## config.mk

```make
export PLATFORM = sky130hd
export DESIGN_NAME = bus_read_6502_flat
export DESIGN_NICKNAME = d
export VERILOG_FILES = /design/src/rtl/bus6502_pkg.sv /design/src/rtl/bus_read_6502_if.sv /design/src/rtl/sync_fifo.sv /design/src/rtl/bus_read_6502.sv /design/src/flat_wrapper.sv
export SDC_FILE = /design/constraint.sdc
export NUM_CORES = 1
export LEC_CHECK = 0
export ABC_CLOCK_PERIOD_IN_PS = 3000
export BUFFER_PORTS_ARGS = -buffer_cell sky130_fd_sc_hd__buf_4
export CAP_MARGIN = 20
export CORE_ASPECT_RATIO = 1.4
export CORE_UTILIZATION = 45
export DETAILED_ROUTE_END_ITERATION = 7
export PLACE_DENSITY = 0.7
export SETUP_SLACK_MARGIN = 0.4
export SYNTH_ARGS = -nofsm -noshare
export SYNTH_HDL_FRONTEND = slang
export SYNTH_SLANG_ARGS = --single-unit
```

## constraint.sdc

```tcl
create_clock -name clk -period 3 [get_ports clk]
set_input_delay 0.3 -clock clk [delete_from_list [all_inputs] [get_ports clk]]
set_output_delay 0.3 -clock clk [all_outputs]
set_load 0.01 [all_outputs]
```

## src/rtl/bus6502_pkg.sv

```systemverilog
// Shared definitions for the 6502 read-side responder: register map, status
// byte layout and FSM state encoding.
package bus6502_pkg;

   localparam logic [3:0] REG_FIFO = 4'h0;
   localparam logic [3:0] REG_STAT = 4'h1;
   localparam logic [3:0] REG_RAM  = 4'h2;
   localparam logic [3:0] REG_ID   = 4'h3;

   localparam int ST_FULL  = 7;
   localparam int ST_EMPTY = 6;
   localparam int ST_OVF   = 5;
   localparam int ST_UDF   = 4;

   typedef enum logic {
      IDLE  = 1'b0,
      DRIVE = 1'b1
   } state_t;

   function automatic logic [7:0] pack_status(input logic       full,
                                              input logic       empty,
                                              input logic       ovf,
                                              input logic       udf,
                                              input logic [3:0] cnt);
      logic [7:0] s;
      s           = {4'b0000, cnt};
      s[ST_FULL]  = full;
      s[ST_EMPTY] = empty;
      s[ST_OVF]   = ovf;
      s[ST_UDF]   = udf;
      return s;
   endfunction

endpackage

```

## src/rtl/bus_read_6502_if.sv

```systemverilog
// 6502 bus pins plus internal FIFO producer handshake; slave side is the responder.
// Internal push uses valid/ready, the 6502 side has no backpressure.
interface bus_read_6502_if;
   logic       clk_ext1;
   logic       cs;
   logic [3:0] rs;
   logic       wren;
   logic [7:0] ram_q;
   logic       push_valid;
   logic [7:0] push_data;
   logic       push_ready;
   logic [7:0] data_out;
   logic       data_oe;

   modport slave (
      input  clk_ext1, cs, rs, wren, ram_q, push_valid, push_data,
      output push_ready, data_out, data_oe
   );

   modport master (
      output clk_ext1, cs, rs, wren, ram_q, push_valid, push_data,
      input  push_ready, data_out, data_oe
   );
endinterface

```

## src/rtl/sync_fifo.sv

```systemverilog
// Single-clock FIFO, head visible combinationally; push written cycle N readable at N+1.
// Push refused when full and pop ignored when empty; push and pop may coincide.
module sync_fifo #(
   parameter int WIDTH = 8,
   parameter int DEPTH = 8
) (
   input  logic                         clk,
   input  logic                         rst,
   input  logic                         i_push,
   input  logic [WIDTH-1:0]             i_push_data,
   input  logic                         i_pop,
   output logic [WIDTH-1:0]             o_pop_data,
   output logic [$clog2(DEPTH+1)-1:0]   o_count,
   output logic                         o_full,
   output logic                         o_empty
);
   localparam int AW = $clog2(DEPTH);
   localparam int CW = $clog2(DEPTH + 1);

   logic [WIDTH-1:0] r_mem [DEPTH];
   logic [AW-1:0]    r_wr_ptr;
   logic [AW-1:0]    r_rd_ptr;
   logic [CW-1:0]    r_count;
   logic             w_do_push;
   logic             w_do_pop;

   assign o_full     = (r_count == CW'(DEPTH));
   assign o_empty    = (r_count == '0);
   assign o_count    = r_count;
   assign o_pop_data = r_mem[r_rd_ptr];
   assign w_do_push  = i_push && !o_full;
   assign w_do_pop   = i_pop && !o_empty;

   // DEPTH is a power of two, so natural pointer overflow is the modulo wrap
   always_ff @(posedge clk) begin
      if (rst) begin
         r_wr_ptr <= '0;
         r_rd_ptr <= '0;
         r_count  <= '0;
      end else begin
         if (w_do_push) r_wr_ptr <= r_wr_ptr + AW'(1);
         if (w_do_pop)  r_rd_ptr <= r_rd_ptr + AW'(1);
         case ({w_do_push, w_do_pop})
            2'b10:   r_count <= r_count + CW'(1);
            2'b01:   r_count <= r_count - CW'(1);
            default: r_count <= r_count;
         endcase
      end
   end

   always_ff @(posedge clk) begin
      if (w_do_push) r_mem[r_wr_ptr] <= i_push_data;
   end

endmodule

```

## src/rtl/bus_read_6502.sv

```systemverilog
// 6502 read responder: data_oe 3 clk after pin-level phi2 rise, drops 3 clk after phi2 fall/cs rise.
// FIFO push is valid/ready (ready = not full); full pushes are dropped and flagged.
module bus_read_6502
   import bus6502_pkg::*;
#(
   parameter int         FIFO_DEPTH = 8,
   parameter logic [7:0] DEV_ID     = 8'h65
) (
   input logic              clk,
   input logic              rst,
   bus_read_6502_if.slave   bus
);
   localparam int CW = $clog2(FIFO_DEPTH + 1);

   logic          r_phi2_s1, r_phi2_s2, r_phi2_s3;
   logic          r_cs_s1, r_cs_s2;
   logic          r_wren_s1, r_wren_s2;

   state_t        r_state;
   logic [3:0]    r_rs;
   logic [7:0]    r_data_out;
   logic          r_data_oe;
   logic          r_lat_empty;
   logic          r_overflow;
   logic          r_underflow;

   logic          w_phi2_rise;
   logic          w_phi2_fall;
   logic          w_start;
   logic          w_exit;
   logic          w_pop;
   logic          w_set_ovf, w_set_udf, w_clr_ovf, w_clr_udf;
   logic [7:0]    w_head;
   logic [CW-1:0] w_count;
   logic [3:0]    w_count4;
   logic          w_full;
   logic          w_empty;
   logic [7:0]    w_rd_data;

   // Synchronizers stay unreset so a phi2 level held across reset is not seen as a fresh edge
   always_ff @(posedge clk) begin
      r_phi2_s1 <= bus.clk_ext1;
      r_phi2_s2 <= r_phi2_s1;
      r_phi2_s3 <= r_phi2_s2;
      r_cs_s1   <= bus.cs;
      r_cs_s2   <= r_cs_s1;
      r_wren_s1 <= bus.wren;
      r_wren_s2 <= r_wren_s1;
   end

   assign w_phi2_rise = r_phi2_s2 && !r_phi2_s3;
   assign w_phi2_fall = !r_phi2_s2 && r_phi2_s3;
   assign w_start     = (r_state == IDLE) && w_phi2_rise && !r_cs_s2 && r_wren_s2;
   assign w_exit      = (r_state == DRIVE) && (w_phi2_fall || r_cs_s2);

   assign w_pop     = w_exit && (r_rs == REG_FIFO) && !r_lat_empty;
   assign w_set_udf = w_exit && (r_rs == REG_FIFO) && r_lat_empty;
   assign w_set_ovf = bus.push_valid && w_full;
   assign w_clr_ovf = w_exit && (r_rs == REG_STAT) && r_data_out[ST_OVF];
   assign w_clr_udf = w_exit && (r_rs == REG_STAT) && r_data_out[ST_UDF];

   sync_fifo #(
      .WIDTH (8),
      .DEPTH (FIFO_DEPTH)
   ) u_fifo (
      .clk         (clk),
      .rst         (rst),
      .i_push      (bus.push_valid),
      .i_push_data (bus.push_data),
      .i_pop       (w_pop),
      .o_pop_data  (w_head),
      .o_count     (w_count),
      .o_full      (w_full),
      .o_empty     (w_empty)
   );

   assign w_count4 = 4'(w_count);

   always_comb begin
      w_rd_data = 8'h00;
      case (bus.rs)
         REG_FIFO: w_rd_data = w_empty ? 8'h00 : w_head;
         REG_STAT: w_rd_data = pack_status(w_full, w_empty, r_overflow, r_underflow, w_count4);
         REG_RAM:  w_rd_data = bus.ram_q;
         REG_ID:   w_rd_data = DEV_ID;
         default:  w_rd_data = 8'h00;
      endcase
   end

   always_ff @(posedge clk) begin
      if (rst) begin
         r_state     <= IDLE;
         r_rs        <= 4'h0;
         r_data_out  <= 8'h00;
         r_data_oe   <= 1'b0;
         r_lat_empty <= 1'b0;
         r_overflow  <= 1'b0;
         r_underflow <= 1'b0;
      end else begin
         case (r_state)
            IDLE: begin
               if (w_start) begin
                  r_state     <= DRIVE;
                  r_rs        <= bus.rs;
                  r_data_out  <= w_rd_data;
                  r_data_oe   <= 1'b1;
                  r_lat_empty <= w_empty;
               end
            end
            DRIVE: begin
               if (w_exit) begin
                  r_state   <= IDLE;
                  r_data_oe <= 1'b0;
               end
            end
            default: r_state <= IDLE;
         endcase

         // Set is applied after clear so a coincident set wins
         if (w_clr_ovf) r_overflow  <= 1'b0;
         if (w_clr_udf) r_underflow <= 1'b0;
         if (w_set_ovf) r_overflow  <= 1'b1;
         if (w_set_udf) r_underflow <= 1'b1;
      end
   end

   assign bus.data_out   = r_data_out;
   assign bus.data_oe    = r_data_oe;
   assign bus.push_ready = !w_full;

endmodule

```

## src/flat_wrapper.sv

```systemverilog
// flat-port wrapper written by rule: the top's interface ports become plain ports
module bus_read_6502_flat import bus6502_pkg::*;
#(
   parameter int         FIFO_DEPTH = 8,
   parameter logic [7:0] DEV_ID     = 8'h65
)
  (clk, rst, bus_clk_ext1, bus_cs, bus_rs, bus_wren, bus_ram_q, bus_push_valid, bus_push_data, bus_push_ready, bus_data_out, bus_data_oe);
  bus_read_6502_if bus_i ();
  input logic clk;
  input logic rst;
  input wire logic [$bits(bus_i.clk_ext1)-1:0] bus_clk_ext1;
  input wire logic [$bits(bus_i.cs)-1:0] bus_cs;
  input wire logic [$bits(bus_i.rs)-1:0] bus_rs;
  input wire logic [$bits(bus_i.wren)-1:0] bus_wren;
  input wire logic [$bits(bus_i.ram_q)-1:0] bus_ram_q;
  input wire logic [$bits(bus_i.push_valid)-1:0] bus_push_valid;
  input wire logic [$bits(bus_i.push_data)-1:0] bus_push_data;
  output wire logic [$bits(bus_i.push_ready)-1:0] bus_push_ready;
  output wire logic [$bits(bus_i.data_out)-1:0] bus_data_out;
  output wire logic [$bits(bus_i.data_oe)-1:0] bus_data_oe;
  assign bus_i.clk_ext1 = bus_clk_ext1;
  assign bus_i.cs = bus_cs;
  assign bus_i.rs = bus_rs;
  assign bus_i.wren = bus_wren;
  assign bus_i.ram_q = bus_ram_q;
  assign bus_i.push_valid = bus_push_valid;
  assign bus_i.push_data = bus_push_data;
  assign bus_push_ready = bus_i.push_ready;
  assign bus_data_out = bus_i.data_out;
  assign bus_data_oe = bus_i.data_oe;
  bus_read_6502 #(.FIFO_DEPTH(FIFO_DEPTH), .DEV_ID(DEV_ID)) u_core (.clk(clk), .rst(rst), .bus(bus_i));
endmodule
```

==> flow_summary.json <==
{
  "seq_power_share": 0.559,
  "via_count": 2362,
  "antenna_cells": 0,
  "ff2ff_path_depth": 9,
  "clkLatencyLatePin_ns": 0.35,
  "root_buffer": "clkbuf_16",
  "io_buffers": 35,
  "crit_chain": "or4b_1 > nand2_4 > ha_2 > xor2_1 > ha_1 > a21oi_1 > xor2_1 > or3_1 > a21oi_1",
  "dp_cells": 409,
  "r2r_start": "u_core.u_fifo.o_count[0]",
  "leakagePower_nw": 1.68,
  "design.die.area_sq_mm": 0.00939,
  "grt_pass1_wl_um": 12300,
  "p_comb_frac": 0.057,
  "clk_pin_slew_ns": 0.07,
  "drv_cap": 0,
  "dpl_cell_area_sq_mm": 0.00446,
  "max_stage_delay_ns": 0.69,
  "drt-wirelength-per-cell_um": 18.4,
  "core_sq_mm": 0.00866,
  "setup-violations-final": 0,
  "seq_area_frac_synth": 0.657,
  "rsz0062_at_grt": "true",
  "holdPathStages": 1,
  "ir_worst_vdd_v": 0.000317,
  "rows": 40,
  "drt-total-wl_um": 7900,
  "start_util": 0.468,
  "drive_gt1_frac": 0.293,
  "synth_cells": 271,
  "synth_seq_cells": 101,
  "tns_ns": 0,
  "synth_area_sq_mm": 0.00405,
  "p_sw_frac": 0.218,
  "remaining_drc_errors": 0,
  "ys_types": 45,
  "clock-sinks": 101,
  "antenna_left": 0,
  "drt-vias-per-instance": 5.51,
  "nFillCells": 739,
  "async_flop_share": 0,
  "crit_path_top_delay_cell": "or4b_1",
  "outcome": "finished clean",
  "rrSetupSlack_ns": 0.41,
  "critPathArrivalTime_ns": 2.87,
  "area.growth.synth_to_final_pct": 17.6,
  "fmax_mhz": 386,
  "final_cells": 429,
  "synth_edf_count": 64,
  "yosysMostFrequentCell": "edfxtp_1",
  "final_core_util": 0.550,
  "critPathMaxFanout": 8,
  "synth_area_leaders": "edfxtp_1 (47%), dfxtp_1 (18%), mux4_2 (8.9%)",
  "clkPwrFrac": 0.384,
  "antenna_found_initial": 0,
  "die_y_um": 114,
  "fin_area_sq_mm": 0.00476,
  "dp_hpwl_um": 5360,
  "firstDrtPassIters": 4,
  "p_int_w": 0.00214,
  "grt-ovfl-total": 0,
  "fin_crit_sh": 0.863,
  "fin_skew_ns": 0.0114,
  "io_pins": 36,
  "criticalPathCategory": "flip-flop to flip-flop",
  "holdPathEnd": "u_core.r_wren_s1",
  "endpoint_kind": "flip-flop",
  "synth.top_cell.area_share": 0.474,
  "grt_max_degree": 23,
  "hp-class": "primary input to flip-flop",
  "ys.flop_type": "edfxtp_1",
  "min_from": "bus_wren",
  "synthTopCellsByCount": "edfxtp_1 (64), dfxtp_1 (37), nor2_1 (27)",
  "cts_buffers": 9,
  "power_density_mw_per_mm2": 576,
  "cts_tree": "built",
  "r2r_end": "u_core.u_fifo.o_count[2]",
  "period_minus_slack_ns": 2.59,
  "syn-num-nets": 302,
  "yosysTopAreaCell": "edfxtp_1",
  "final-hold-violation-count": 0,
  "power.switching_w": 0.000598,
  "h-tree-depth": 3,
  "cts_buffer_depth": 2,
  "tightestPinTransition_ns": 0.779,
  "drt-initial-drc-count": 108,
  "finalMaxSlewViolations": 0,
  "required_ns": 3.28,
  "track_usage": 0.187,
  "ys_warn_count": 0,
  "synth_area_per_cell_sq_um": 14.9,
  "layout.nets": 350,
  "grt_pass1_vias": 2453,
  "gp_congestion": 0.820,
  "die_x_um": 82.2,
  "cp-start-kind": "flip-flop",
  "relSlewSlack": 0.480
}
stage by stage:
step,setup slack [ns],total power (W),hold slack (ns)
floorplan,0.620,0.00165,0.310
global placement,0.528,0.00171,0.315
detailed placement,0.401,0.00172,0.314
CTS,0.413,0.00276,0.0461
global route,0.257,0.00284,0.0438
finish,0.412,0.00274,0.0565
placed cells by master, fill, tap and decap left out, types with 2 or more instances in the layout:
| cell | netlist | routed |
|---|---|---|
| nor2_1 | 27 | 27 |
| nand2_1 | 10 | 10 |
| o21ai_0 | 5 | 5 |
| inv_4 | 0 | 3 |
| a21oi_1 | 13 | 13 |
| o21ai_1 | 7 | 7 |
| edfxtp_1 | 64 | 64 |
| mux2i_1 | 15 | 15 |
| nor2b_1 | 6 | 6 |
| nand2b_1 | 2 | 2 |
| ha_1 | 5 | 4 |
| clkinv_2 | 0 | 2 |
| mux2_2 | 3 | 3 |
| nor4_4 | 2 | 2 |
| clkbuf_16 | 0 | 9 |
| nor3_1 | 6 | 5 |
| a22o_1 | 3 | 3 |
| xor2_1 | 4 | 4 |
| mux4_2 | 16 | 16 |
| nand3_1 | 5 | 5 |
| dfxtp_1 | 37 | 37 |
| a22oi_1 | 7 | 7 |
| buf_4 | 3 | 49 |
| or3_1 | 2 | 2 |
kinds of logic after synthesis:
logic type / count (synthesis) / synth area share
flip-flops: 101 / 0.657
buffers and inverters: 13 / 0.0157
multiplexers: 34 / 0.134
AO/OA/AOI/OAI: 43 / 0.0664
XOR/XNOR: 4 / 0.00865
AND/OR/NAND/NOR: 71 / 0.102
adder cells (fa/ha/maj): 5 / 0.0154
flip-flops by register name, indices dropped and copies added (netlist names), named ones only:
register                count
u_core.u_fifo.r_mem        64
u_core.bus.data_out         8
u_core.r_rs                 4
u_core.u_fifo.o_count       4
u_core.u_fifo.r_rd_ptr      3
u_core.u_fifo.r_wr_ptr      3
u_core.bus.data_oe          1
u_core.r_cs_s1              1
u_core.r_cs_s2              1
u_core.r_lat_empty          1
u_core.r_overflow           1
u_core.r_phi2_s1            1
u_core.r_phi2_s2            1
u_core.r_phi2_s3            1
u_core.r_state              1
u_core.r_underflow          1
u_core.r_wren_s1            1
u_core.r_wren_s2            1
worst max path at each step:
stage	startpoint	endpoint	slack (ns)	depth (start not counted)
after detailed placement	u_core.r_rs[3]	u_core.u_fifo.o_count[2]	0.40	10
after global placement	u_core.u_fifo.o_count[1]	u_core.u_fifo.o_count[2]	0.53	9
after CTS	u_core.r_rs[3]	u_core.u_fifo.o_count[2]	0.41	10
final	u_core.u_fifo.o_count[0]	u_core.u_fifo.o_count[2]	0.41	9
after floorplan	u_core.u_fifo.o_count[1]	u_core.u_fifo.o_count[2]	0.62	11
after global routing	u_core.r_rs[3]	u_core.u_fifo.o_count[2]	0.26	10
what timing repair did:
action                     4_1_cts  5_1_grt
buffers inserted                 0        4
pin swaps                        0        3
setup endpoints to repair        1        2
gates resized for setup          1        1
hold buffers                     0        0
cell type report:
type | count | area [sq um] | share of cell area
flip-flops and latches | 101 | 2660 | 0.559
multi-input cells | 157 | 1330 | 0.280
clock buffers | 10 | 229 | 0.0481
repair buffers | 49 | 368 | 0.0772
clock inverters | 6 | 37.5 | 0.00788
inverters | 1 | 3.75 | 0.000788
well taps | 105 | 131 | 0.0276
power by group through the flow:
stage          clock network [W]  registers (W)  logic [W]
2_1_floorplan                  0        0.00155  0.0000923
3_3_place_gp                   0        0.00156   0.000151
3_5_place_dp                   0        0.00156   0.000156
4_1_cts                  0.00107        0.00153   0.000157
5_1_grt                  0.00113        0.00154   0.000173
6_report                 0.00105        0.00153   0.000156
critical path, delay by kind of cell, from the launching register on:
family          cells  cell delay [ns]
flops               1             0.41
fa+ha+maj           2             0.40
compound gates      2             0.19
simple gates        3             1.17
xor+xnor            2             0.35
routing by layer:
| metal | vias up | GRT usage | part of all wire |
|---|---|---|---|
| li1 | 1141 | - | - |
| met1 | 1142 | 0.217 | 0.41 |
| met2 | 62 | 0.321 | 0.53 |
| met3 | 17 | 0.0335 | 0.037 |
| met4 | 0 | 0.103 | 0.029 |
| met5 | - | 0 | 0 |
No activity file was read; power rests on OpenSTA's default activity.
